File: src/rtl/mod_counter_if.sv
// mod_counter_if: control and status bundle between a counter user (master) and mod_counter (slave)
interface mod_counter_if #(
    parameter int WIDTH  = 8,
    parameter int STEP_W = 4
);
    logic              en;
    logic              up_dn_n;
    logic [STEP_W-1:0] step;
    logic              sat_mode;
    logic              load;
    logic [WIDTH-1:0]  load_val;
    logic              ovf_clr;
    logic [WIDTH-1:0]  cmp_val;
    logic [WIDTH-1:0]  cnt;
    logic              tc;
    logic              ovf;
    logic              cmp_hit;

    modport master (
        output en, up_dn_n, step, sat_mode, load, load_val, ovf_clr, cmp_val,
        input  cnt, tc, ovf, cmp_hit
    );

    modport slave (
        input  en, up_dn_n, step, sat_mode, load, load_val, ovf_clr, cmp_val,
        output cnt, tc, ovf, cmp_hit
    );
endinterface

File: src/rtl/mod_counter.sv
// mod_counter: modulo MAX_VAL+1 up/down counter with step, load, wrap/saturate, tc pulse and sticky ovf; MOD_COUNTER_CMP_EN adds a registered compare match
module mod_counter #(
    parameter int WIDTH   = 8,
    parameter int MAX_VAL = 2**WIDTH-1,
    parameter int STEP_W  = 4
) (
    input  logic         clk50m,
    input  logic         rst,
    mod_counter_if.slave bus
);
    localparam int AW = (WIDTH > STEP_W ? WIDTH : STEP_W) + 1;
    localparam logic [AW-1:0] MV  = AW'(MAX_VAL);
    localparam logic [AW-1:0] MOD = AW'(MAX_VAL + 1);

    logic [WIDTH-1:0] cnt_q, cnt_d;
    logic             tc_q, tc_d;
    logic             ovf_q, ovf_d;
    logic [AW-1:0]    c, s, sum, nxt, ld;
    logic             up_ev, dn_ev, ev;

    // Next count: clamp step and load value, detect boundary crossing, then wrap or saturate
    always_comb begin
        c     = AW'(cnt_q);
        s     = AW'(bus.step) > MV ? MV : AW'(bus.step);
        ld    = AW'(bus.load_val) > MV ? MV : AW'(bus.load_val);
        sum   = c + s;
        up_ev = sum > MV;
        dn_ev = s > c;
        ev    = bus.en && !bus.load && (bus.up_dn_n ? up_ev : dn_ev);
        nxt   = bus.up_dn_n ? (up_ev ? (bus.sat_mode ? MV : sum - MOD) : sum)
                            : (dn_ev ? (bus.sat_mode ? '0 : c + MOD - s) : c - s);
        cnt_d = bus.load ? WIDTH'(ld) : bus.en ? WIDTH'(nxt) : cnt_q;
        tc_d  = ev;
        ovf_d = ev || (ovf_q && !bus.ovf_clr);
    end

    // State registers; reset overrides load, enable and flag clear
    always_ff @(posedge clk50m) begin
        if (rst) begin
            cnt_q <= '0;
            tc_q  <= 1'b0;
            ovf_q <= 1'b0;
        end else begin
            cnt_q <= cnt_d;
            tc_q  <= tc_d;
            ovf_q <= ovf_d;
        end
    end

    assign bus.cnt = cnt_q;
    assign bus.tc  = tc_q;
    assign bus.ovf = ovf_q;

`ifdef MOD_COUNTER_CMP_EN
    logic [AW-1:0] cmp_t;
    logic          cmp_hit_q;

    assign cmp_t = AW'(bus.cmp_val) > MV ? MV : AW'(bus.cmp_val);

    // Compare match registered one cycle after the count shows the clamped compare value
    always_ff @(posedge clk50m) begin
        if (rst) cmp_hit_q <= 1'b0;
        else     cmp_hit_q <= (AW'(cnt_q) == cmp_t);
    end

    assign bus.cmp_hit = cmp_hit_q;
`else
    logic unused_cmp;
    assign unused_cmp  = ^bus.cmp_val;
    assign bus.cmp_hit = 1'b0;
`endif
endmodule

File: src/flat_wrapper.sv
// flat-port wrapper written by rule: the top's interface ports become plain ports
module mod_counter_flat 
#(
    parameter int WIDTH   = 8,
    parameter int MAX_VAL = 2**WIDTH-1,
    parameter int STEP_W  = 4
)
  (clk50m, rst, bus_en, bus_up_dn_n, bus_step, bus_sat_mode, bus_load, bus_load_val, bus_ovf_clr, bus_cmp_val, bus_cnt, bus_tc, bus_ovf, bus_cmp_hit);
  mod_counter_if #(.WIDTH(WIDTH), .STEP_W(STEP_W)) bus_i ();
  input  logic clk50m;
  input  logic rst;
  input wire logic [$bits(bus_i.en)-1:0] bus_en;
  input wire logic [$bits(bus_i.up_dn_n)-1:0] bus_up_dn_n;
  input wire logic [$bits(bus_i.step)-1:0] bus_step;
  input wire logic [$bits(bus_i.sat_mode)-1:0] bus_sat_mode;
  input wire logic [$bits(bus_i.load)-1:0] bus_load;
  input wire logic [$bits(bus_i.load_val)-1:0] bus_load_val;
  input wire logic [$bits(bus_i.ovf_clr)-1:0] bus_ovf_clr;
  input wire logic [$bits(bus_i.cmp_val)-1:0] bus_cmp_val;
  output wire logic [$bits(bus_i.cnt)-1:0] bus_cnt;
  output wire logic [$bits(bus_i.tc)-1:0] bus_tc;
  output wire logic [$bits(bus_i.ovf)-1:0] bus_ovf;
  output wire logic [$bits(bus_i.cmp_hit)-1:0] bus_cmp_hit;
  assign bus_i.en = bus_en;
  assign bus_i.up_dn_n = bus_up_dn_n;
  assign bus_i.step = bus_step;
  assign bus_i.sat_mode = bus_sat_mode;
  assign bus_i.load = bus_load;
  assign bus_i.load_val = bus_load_val;
  assign bus_i.ovf_clr = bus_ovf_clr;
  assign bus_i.cmp_val = bus_cmp_val;
  assign bus_cnt = bus_i.cnt;
  assign bus_tc = bus_i.tc;
  assign bus_ovf = bus_i.ovf;
  assign bus_cmp_hit = bus_i.cmp_hit;
  mod_counter #(.WIDTH(WIDTH), .MAX_VAL(MAX_VAL), .STEP_W(STEP_W)) u_core (.clk50m(clk50m), .rst(rst), .bus(bus_i));
endmodule
File: config.mk
export PLATFORM = sky130hd
export DESIGN_NAME = mod_counter_flat
export DESIGN_NICKNAME = d
export VERILOG_FILES = /design/src/rtl/mod_counter_if.sv /design/src/rtl/mod_counter.sv /design/src/flat_wrapper.sv
export SDC_FILE = /design/constraint.sdc
export NUM_CORES = 1
export LEC_CHECK = 0
export BUFFER_PORTS_ARGS = -buffer_cell sky130_fd_sc_hd__buf_2
export CAP_MARGIN = 20
export CORE_ASPECT_RATIO = 1.5
export CORE_MARGIN = 4
export CORE_UTILIZATION = 35
export DETAILED_ROUTE_END_ITERATION = 8
export GPL_TIMING_DRIVEN = 0
export PLACE_DENSITY = 0.64
export SYNTH_ARGS = -nofsm -noshare
export SYNTH_HDL_FRONTEND = slang
export SYNTH_SLANG_ARGS = --single-unit
File: constraint.sdc
create_clock -name clk50m -period 2 [get_ports clk50m]
set_input_delay 0.5 -clock clk50m [delete_from_list [all_inputs] [get_ports clk50m]]
set_output_delay 0.5 -clock clk50m [all_outputs]
set_load 0.03 [all_outputs]
# --- Word-level counts from Yosys, hierarchy flattened ---
# Index checks and enable logic that the tools add are counted.
classes:
  n_eq_ne: 0
  addsub: 5
  muxes: 8
  n_reduce_logical: 7
  shifts: 0
  div_mod_pow: 0
  multipliers: 0
  bitwise: 0
  n_lt_le_gt_ge: 2
op_table:
  columns: ["cell", "n"]
  rows:
  - ["two-way mux 8 bit", 7]
  - ["subtractor 8 x 4 -> 8 bit", 2]
  - ["adder 8 x 4 -> 9 bit", 1]
  - ["> comparator 9 x 8 -> 1 bit (second input constant)", 1]
  - ["adder 8 x 1 -> 8 bit (second input constant)", 1]
  - ["> comparator 4 x 8 -> 1 bit", 1]
  - ["subtractor 8 x 1 -> 8 bit (second input constant)", 1]
  - ["logical AND 1 bit", 3]
  - ["logical NOT 1 bit", 2]
  - ["nonzero test 2 bit", 1]
  - ["logical OR 1 bit", 1]
  - ["two-way mux 1 bit", 1]
word_totals:
  mem_count: 0
  input_bits: 27
  out_inout_bits: 11
  ram_bits: 0
  mem_bits_ro: 0
  latchBits: 0
  word_cells: 25
  regBits: 10

# --- Depth between registers and ports, before layout ---
# Gate-level depths: netlist of the first run.
depth:
  ltp_word: 7
  depth_mapped: 9
  mapped_depth_nobuf: 9

# --- Worst setup path before layout of the first run ---
# Ideal clock, no wire load.
synth_path:
  kind: "register to register"
  start: "register u_core.cnt_q[0] (netlist: u_core.bus.cnt[0])"
  end: "register u_core.cnt_q[6] (netlist: u_core.bus.cnt[6])"
  path_stages_with_launch: 10
  t_arrival_ns: 2.084
  path_slack_ns: -0.179
  path_buffers: 0
  required_time_ns: 1.905
  synth_period_minus_slack_ns: 2.179
  setup_ns: 0.095
  path_cell_list: "dfxtp_1 inv_1 ha_1 fa_1 nor2b_1 o21a_2 nor2_4 a21oi_4 a311oi_1 a221oi_1"
synth_between:
  elab_chain_len: 7
  word_cells_on_any_way: 14
  classes_between: "add/sub: 5; order compare: 2; mux: 7"
synth_rtl:
  columns: ["item", "line_no", "rtl"]
  rows:
  - ["start, declared", "mod_counter.sv:15", "logic [WIDTH-1:0] cnt_q, cnt_d;"]
  - ["start signal, assigned", "mod_counter.sv:44", "cnt_q <= cnt_d;"]
  - ["adder 8 x 1 -> 8 bit or adder 8 x 4 -> 9 bit (tied branches)", "mod_counter.sv:31, mod_counter.sv:26", null]
  - ["subtractor 8 x 4 -> 8 bit or subtractor 8 x 1 -> 8 bit (tied branches)", "mod_counter.sv:31, mod_counter.sv:30", null]
  - ["two-way mux 8 bit, on equally long branches (2 in series)", "mod_counter.sv:31, mod_counter.sv:30", null]
  - ["two-way mux 8 bit *", "mod_counter.sv:30", "nxt = bus.up_dn_n ? (up_ev ? (bus.sat_mode ? MV : sum - MOD) : sum)"]
  - ["two-way mux 8 bit * (2 in series)", "mod_counter.sv:32", "cnt_d = bus.load ? WIDTH'(ld) : bus.en ? WIDTH'(nxt) : cnt_q;"]
# Every way passes the cells marked *; elsewhere a longest branch is shown, timed or not. The select of a mux whose other input is x is not followed.
# A chain may end at the register's enable or synchronous reset.

# --- Final worst setup path of the first run ---
layout_path:
  start: "input bus_step[0]"
  end: "register u_core.ovf_q (netlist: u_core.bus.ovf)"
layout_between:
  elab_chain_len: 5
  word_cells_on_any_way: 6
  classes_between: "add/sub: 1; order compare: 2; mux: 1; reduce/logical: 2"
layout_rtl:
  columns: ["item", "line_no", "rtl"]
  rows:
  - ["start, declared", "flat_wrapper.sv:14", "input wire logic [$bits(bus_i.step)-1:0] bus_step;"]
  - ["adder 8 x 4 -> 9 bit", "mod_counter.sv:26", "sum = c + s;"]
  - ["> comparator 9 x 8 -> 1 bit", "mod_counter.sv:27", "up_ev = sum > MV;"]
  - ["two-way mux 1 bit *", "mod_counter.sv:29", "ev = bus.en && !bus.load && (bus.up_dn_n ? up_ev : dn_ev);"]
  - ["logical AND 1 bit *", "mod_counter.sv:29", null]
  - ["logical OR 1 bit *", "mod_counter.sv:34", "ovf_d = ev || (ovf_q && !bus.ovf_clr);"]
  - ["end signal, assigned", "mod_counter.sv:46", "ovf_q <= ovf_d;"]
  - ["end, declared", "mod_counter.sv:17", "logic ovf_q, ovf_d;"]
# Every way passes the cells marked *; elsewhere a longest branch is shown, timed or not.

==> results of run 1 <==
-- layout by cell type (no fill, tap or decap), types with 5 or more instances in the layout --
cell type | synthesis | routed
a21oi_1 | 7 | 7
buf_4 | 1 | 5
buf_2 | 2 | 30
nand2_1 | 10 | 10
nor2_1 | 13 | 13
inv_1 | 8 | 7
dfxtp_1 | 10 | 7
ha_1 | 8 | 7
-- worst min-delay path, cell delays in order, from the launching register on --
cell      delay (ns)
dfxtp_1         0.30
nand2b_1        0.06
a21oi_1         0.05
-- per-stage QoR --
| stage | cell area, um^2 | util | std cells |
|---|---|---|---|
| finish | 1400 | 0.485 | 206 |
| global route | 1400 | 0.485 | 206 |
| CTS | 1370 | 0.475 | 205 |
| detailed placement | 1260 | 0.437 | 197 |
| global placement | 1260 | 0.437 | 197 |
| floorplan | 1070 | - | 130 |
-- sequential cells by signal, indices dropped and copies added, names as in the netlist --
| register | cells |
|---|---|
| u_core.bus.ovf | 1 |
| u_core.bus.cnt | 8 |
| u_core.bus.tc | 1 |
-- routing by layer --
layer	global-route usage	wire, um	vias to the layer above
li1	-	-	543
met1	0.183	1190	516
met2	0.287	1510	30
met3	0.0139	108	5
met4	0.0511	42	0
met5	0	0	-
-- timing repair --
action                                  in CTS  in global routing
pin swaps                                    8                  8
gates resized for setup                      6                  4
setup buffers                                4                  1
endpoints found under the setup margin       3                 10
-- power groups by stage --
stage / Sequential (uW) / Combinational, uW / Clock (uW)
2_1_floorplan: 264 / 208 / 0
3_3_place_gp: 239 / 312 / 0
3_5_place_dp: 240 / 317 / 0
4_1_cts: 236 / 344 / 264
5_1_grt: 239 / 388 / 276
6_report: 236 / 355 / 260
-- cell families after synthesis --
logic type,Yosys count
simple gates,45
compound gates,39
buf+inv,17
fa+ha+maj,10
flops,10
xor+xnor,5
mux,3
other cells,1
-- area by class of cell --
class	instances	area (um^2)
fill	308	1490
multi-input combinational	103	828
sequential	10	206
timing repair buffer	33	181
clock buffer	4	55.1
tap	39	48.8
buffer	7	40.0
inverter	10	37.5
-- how the worst max path moves through the flow --
| stage | end | cells past startpoint | slack [ns] |
|---|---|---|---|
| 5_1_grt | u_core.bus.ovf | 10 | -0.12 |
| 2_1_floorplan | u_core.bus.cnt[1] | 9 | -0.005 |
| 3_5_place_dp | u_core.bus.cnt[6] | 9 | -0.32 |
| 3_3_place_gp | u_core.bus.cnt[6] | 9 | -0.27 |
| 6_report | u_core.bus.ovf | 9 | -0.03 |
| 4_1_cts | u_core.bus.cnt[6] | 9 | -0.02 |
==> impl_metrics.yaml, run 1 <==
worst_setup_path:
  path_max_fanout: 6
  critPathTopFamily: "adder cells"
  critPathBufInv: 1
  reg2reg_to: "u_core.bus.ovf"
  cp-startpoint: "bus_step[0]"
  rrSetupSlack_ns: -0.01
  timing.rr.start: "u_core.bus.cnt[0]"
  cp_cell_sequence: "buf_2 -> ha_1 -> fa_2 -> nor2b_4 -> o221ai_4 -> nor2_1 -> mux2_4 -> nand3b_1 -> a21oi_1"
  cpMaxStageDelayCell: "fa_2"
  cp_data_required_time_ns: 2.10
  cp-start-kind: "input pin"
  criticalPathCategory: "input pin to register"
  cp-end-kind: "register"
  rr_worst_depth: 8
  arrival_ns: 2.13
  cpPeakStageDelay_ns: 0.36
min_path:
  worst_hold_path_type: "register to register"
  min_to: "u_core.bus.ovf"
  holdPathStages: 2
  min_from: "u_core.bus.ovf"
synthesis:
  ys_ff_latch: 10
  ys_warn_count: 0
  avgSynthCellArea_um2: 8.06
  synthMuxAreaShare: 0.0311
  synthAdderAreaFrac: 0.134
  yosysSeqAreaShare: 0.191
  synth_common_cells: "13 x nor2_1, 10 x dfxtp_1, 10 x nand2_1"
  synth_cell_types: 50
  synth_compound_area_frac: 0.293
  syn-cell-area_mm2: 0.00105
  yosys.area.top_type_share: 0.191
  synthSimpleGateAreaFrac: 0.232
  syn-instance-count: 130
  syn_nets: 167
  yosys-top-cells-area: "dfxtp_1 19%, ha_1 9.6%, nor2_1 4.7%"
  synth_ff_type: "dfxtp_1"
  synth_xor_area_frac: 0.0418
  postSynth.asyncResetShare: 0
  yosysTopAreaCell: "dfxtp_1"
  synth_top_family_by_area: "compound AO/OA/AOI/OAI gates"
  yosysMostFrequentCell: "nor2_1"
  synth-edff-count: 0
power:
  swShare: 0.363
  internal_power_uw: 542
  p_comb_frac: 0.417
  switching_power_uw: 309
  pwr-share-seq: 0.278
  total_power_uw: 851
  clock_power_share: 0.305
  ir_drop_v: 0.000579
  power.leakage_uw: 0.000598
  power_density_mw_per_mm2: 609
floorplan:
  placementRows: 24
  design.die.area_mm2: 0.00395
  die_h_um: 75.0
  dieWidth_um: 52.7
  start_util: 0.363
  fp.coreArea_mm2: 0.00288
  io_pins: 38
drt:
  wl_per_cell_um: 13.8
  ant_nets: 0
  viasPerCell: 5.31
  via_count: 1094
  drt-total-wl_mm: 2.85
  drt_iter0_drc: 38
  dr.pass1.iters: 4
  post-route-drc-count: 0
flow_run:
  drv_cap: 0
sta:
  slew_headroom: 0.598
  clock_skew_ns: 0.00138
  period_minus_slack_ns: 2.03
  fmax_ghz: 0.493
  period_share: 1.01
  setup_tns_ns: -0.0501
  finalMaxSlewViolations: 0
  worstMarginPinSlew_ns: 0.603
  rsz0062_at_grt: "true"
  setup_slack_ns: -0.0295
  setup_violations: 5
  whs_ns: 0.468
  hold_violations: 0
clock_tree:
  cts_root_buf: "clkbuf_8"
  cts_made_buffers: 3
  cts_tree: "done"
  clk_latency_ns: 0.24
  clock_path_buffers: 2
  hold_buffers: 0
  cts_htree_levels: 1
  cts.clk_slew.worst_paths_ns: 0.05
  cts.sinks: 10
placed_design:
  post-place-ws_ns: -0.316
  hpwlAfterDp_mm: 2.27
  routabilityCongestion: 0.859
  portBuffers: 28
grt:
  grt_pass1_vias: 1088
  overflow: 0
  grt_first_pass_wirelength_mm: 4.75
  grt_max_degree: 11
  antenna_found_initial: 0
  grtUsageTotal: 0.155
cells_and_area:
  layout-drive-gt1-share: 0.377
  synthToLayoutAreaGrowth_pct: 33.5
  antenna_cells: 0
  nets: 205
run_status:
  status: "finished with violations"
  failed_checks: "negative setup slack"
No activity file was read; power rests on OpenSTA's default activity.
==> run 2: changes to the inputs <==
- CORE_MARGIN: 4 -> not set
- PLACE_DENSITY: 0.64 -> 0.63
==> impl_metrics.yaml, run 2 (same netlist as run 1, synthesis figures left out) <==
run_status:
  failed_checks: "negative setup slack"
  status: "finished with violations"
sta:
  period_share: 1.01
  period_minus_slack_ns: 2.02
  clock_skew_ns: 0.00238
  setup_tns_ns: -0.0199
  setup_violations: 1
  worstMarginPinSlew_ns: 0.635
  rsz0062_at_grt: "true"
  setup_slack_ns: -0.0199
  slew_headroom: 0.577
  fmax_ghz: 0.495
  finalMaxSlewViolations: 0
  hold_violations: 0
cells_and_area:
  nFillCells: 300
  synthToLayoutAreaGrowth_pct: 36.6
  layout_common_cells: "30 x buf_2, 13 x nor2_1, 10 x nand2_1"
  largest_register_ffs: 8
  seqCellArea_um2: 206
  antenna_cells: 0
  nets: 206
  mostFrequentLayoutCell: "buf_2"
  layout-drive-gt1-share: 0.393
  fin_cells: 205
  multi_input_area_um2: 852
clock_tree:
  hold_buffers: 0
  cts_htree_levels: 1
  clk_latency_ns: 0.24
  cts.sinks: 10
  clock_path_buffers: 2
  cts_made_buffers: 3
  cts.clk_slew.worst_paths_ns: 0.05
  cts_tree: "done"
  cts_root_buf: "clkbuf_8"
floorplan:
  design.die.area_mm2: 0.00322
  die_h_um: 69.0
  placementRows: 23
  start_util: 0.379
  io_pins: 38
  fp.coreArea_mm2: 0.00276
  dieWidth_um: 46.7
grt:
  antenna_found_initial: 0
  grtUsageTotal: 0.197
  met3_usage: 0.0234
  grt_first_pass_wirelength_mm: 4.66
  grt_max_degree: 11
  grt_pass1_vias: 1079
  overflow: 0
  gr-max-usage-layer: "met2"
  grtUsageMet1: 0.224
  met2_usage: 0.330
power:
  total_power_uw: 858
  pwr-share-seq: 0.278
  clock_power_share: 0.292
  switching_power_uw: 309
  power_density_mw_per_mm2: 600
  p_comb_frac: 0.429
  swShare: 0.361
  ir_drop_v: 0.000473
  power.leakage_uw: 0.000610
  internal_power_uw: 548
flow_run:
  drv_cap: 0
drt:
  viasPerCell: 5.38
  drt-total-wl_mm: 2.90
  dr.pass1.iters: 4
  post-route-drc-count: 0
  drt_iter0_drc: 20
  ant_nets: 0
  wl_per_cell_um: 14.2
  via_count: 1103
placed_design:
  routabilityCongestion: 0.832
  hpwlAfterDp_mm: 2.28
  placed_cells: 195
  portBuffers: 28
worst_setup_path:
  arrival_ns: 2.12
  timing.rr.start: "u_core.bus.cnt[0]"
  path_max_fanout: 4
  cp-startpoint: "u_core.bus.cnt[0]"
  cp-start-kind: "register"
  criticalPathCategory: "register to register"
  cp_data_required_time_ns: 2.10
  cp-end-kind: "register"
min_path:
  min_from: "u_core.bus.ovf"
  worst_hold_path_type: "register to register"
[run 2: final timing paths]
| path | slack [ns] | end | depth (start not counted) |
|---|---|---|---|
| worst max-delay path | -0.02 | u_core.bus.ovf | 10 |
| worst min-delay path | 0.47 | u_core.bus.ovf | 2 |
| worst max register to register | -0.02 | u_core.bus.ovf | 10 |
| worst min register to register | 0.47 | u_core.bus.ovf | 2 |
[run 2: power by group through the flow]
stage	Sequential [uW]	Clock, uW	Combinational, uW
final	239	251	368
after global routing	240	267	403
after CTS	238	260	340
after detailed placement	240	0	317
after global placement	239	0	312
after floorplan	264	0	208
[run 2: cell type report]
class / instances / area share
multi-input combinational: 103 / 0.596
sequential: 10 / 0.144
timing repair buffer: 34 / 0.135
clock buffer: 4 / 0.0385
tap: 37 / 0.0324
buffer: 7 / 0.0280
inverter: 10 / 0.0262
[run 2: stage by stage]
stage	hold WS [ns]	setup slack, ns	area, um^2	util
finish	0.470	-0.0199	1430	0.518
floorplan	0.597	-0.00522	1070	-
global route	0.511	-0.114	1430	0.518
CTS	0.477	-0.00978	1370	0.497
detailed placement	0.469	-0.273	1260	0.455
global placement	0.454	-0.272	1260	0.455
[run 2: critical path, stage by stage, from the launching register on]
cell and delay (ns):
dfxtp_4 0.37, inv_2 0.05, ha_4 0.15, fa_2 0.34
nor2b_1 0.13, o21a_2 0.22, buf_6 0.12, nor3_4 0.03
mux2_4 0.29, nand3b_1 0.11, a21oi_1 0.07
[run 2: routing by layer]
layer,part of all wire,vias up
li1,-,545
met1,0.40,513
met2,0.52,32
met3,0.035,13
met4,0.037,0
met5,0,-
[run 2: timing repair]
action,4_1_cts,5_1_grt
buffers inserted,5,1
pin swaps,12,12
gates resized for setup,5,10
setup endpoints to repair,4,9
==> run 3: changes to the inputs <==
- SKIP_CTS_REPAIR_TIMING: not set -> 1
==> impl_metrics.yaml, run 3 (same netlist as run 1, synthesis figures left out) <==
drt:
  viasPerCell: 5.39
  wl_per_cell_um: 14.1
  via_count: 1131
  ant_nets: 0
  post-route-drc-count: 0
  drt_iter0_drc: 30
  dr.pass1.iters: 4
  drt-total-wl_mm: 2.96
cells_and_area:
  seqCellArea_um2: 206
  multi_input_area_um2: 853
  layout-drive-gt1-share: 0.428
  synthToLayoutAreaGrowth_pct: 40.5
  nets: 211
  antenna_cells: 0
  nFillCells: 289
  largest_register_ffs: 8
  layout_common_cells: "29 x buf_2, 13 x nor2_1, 11 x buf_4"
  final_area_mm2: 0.00147
  mostFrequentLayoutCell: "buf_2"
placed_design:
  place_area_mm2: 0.00126
  routabilityCongestion: 0.832
  portBuffers: 28
  post-place-ws_ns: -0.273
  hpwlAfterDp_mm: 2.28
clock_tree:
  clock_path_buffers: 2
  cts.sinks: 10
  clk_latency_ns: 0.24
  cts_made_buffers: 3
  cts_tree: "done"
  cts_root_buf: "clkbuf_8"
  cts_htree_levels: 1
  cts.clk_slew.worst_paths_ns: 0.05
grt:
  grt_max_degree: 11
  grtUsageTotal: 0.192
  grt_first_pass_wirelength_mm: 4.52
  grt_pass1_vias: 1040
  overflow: 0
  antenna_found_initial: 0
power:
  ir_drop_v: 0.000480
  power_density_mw_per_mm2: 591
  total_power_uw: 870
  power.leakage_uw: 0.000630
sta:
  period_minus_slack_ns: 2.05
  rsz0062_at_grt: "true"
  setup_slack_ns: -0.0463
  setup_violations: 4
  slew_headroom: 0.578
  worstMarginPinSlew_ns: 0.633
  fmax_ghz: 0.489
  hold_violations: 0
  clock_skew_ns: 0.00281
  period_share: 1.02
  finalMaxSlewViolations: 0
floorplan:
  design.die.area_mm2: 0.00322
  dieWidth_um: 46.7
  io_pins: 38
  placementRows: 23
  fp.coreArea_mm2: 0.00276
  die_h_um: 69.0
  start_util: 0.379
worst_setup_path:
  critPathTopFamily: "compound AO/OA/AOI/OAI gates"
  cp_data_required_time_ns: 2.14
  cp-start-kind: "register"
  criticalPathCategory: "register to register"
  rr_worst_depth: 9
  cp-end-kind: "register"
  cp_cell_sequence: "inv_2 -> ha_4 -> fa_2 -> nor2b_1 -> o21a_2 -> nor2_4 -> a21oi_4 -> a311oi_2 -> a221oi_1"
  path_max_fanout: 5
  cpMaxStageDelayCell: "fa_2"
  cp.depth: 9
  cpPeakStageDelay_ns: 0.40
  arrival_ns: 2.19
  critPathBufInv: 1
flow_run:
  drv_cap: 0
run_status:
  status: "finished with violations"
  failed_checks: "negative setup slack"
min_path:
  holdPathStages: 2
  worst_hold_path_type: "register to register"
[run 3: power breakdown]
part | internal [uW] | switching [uW] | total (uW)
Sequential | 216 | 23.5 | 239
Combinational | 170 | 209 | 379
Clock | 173 | 78.6 | 252
[run 3: cell type report]
class | count | area share
Sequential cell | 10 | 0.140
Clock buffer | 4 | 0.0374
Buffer | 7 | 0.0272
Inverter | 10 | 0.0255
Multi-Input combinational cell | 103 | 0.580
Tap cell | 37 | 0.0315
Timing Repair Buffer | 39 | 0.158
[run 3: through the flow]
step	util	TNS, ns	cells	hold slack (ns)
2_1_floorplan	-	-0.00628	130	0.597
3_3_place_gp	0.455	-2.12	195	0.454
3_5_place_dp	0.455	-2.24	195	0.469
4_1_cts	0.475	-0.205	199	0.477
5_1_grt	0.533	-0.727	210	0.512
6_report	0.533	-0.0717	210	0.475
[run 3: tightest hold or removal path, stage by stage (launching register included)]
cell and delay [ns]:
dfxtp_1 0.30, nand2b_1 0.06, a21oi_1 0.06
[run 3: worst paths after layout]
kind | slack, ns | from | end
setup / recovery | -0.05 | u_core.bus.cnt[0] | u_core.bus.cnt[6]
hold / removal | 0.47 | u_core.bus.ovf | u_core.bus.ovf
setup reg to reg | -0.05 | u_core.bus.cnt[0] | u_core.bus.cnt[6]
hold reg to reg | 0.47 | u_core.bus.ovf | u_core.bus.ovf
[run 3: metal layers]
metal | GRT usage | routed length [um]
met5 | 0 | 0
met4 | 0.121 | 63
met3 | 0.0182 | 130
met2 | 0.330 | 1570
met1 | 0.217 | 1200
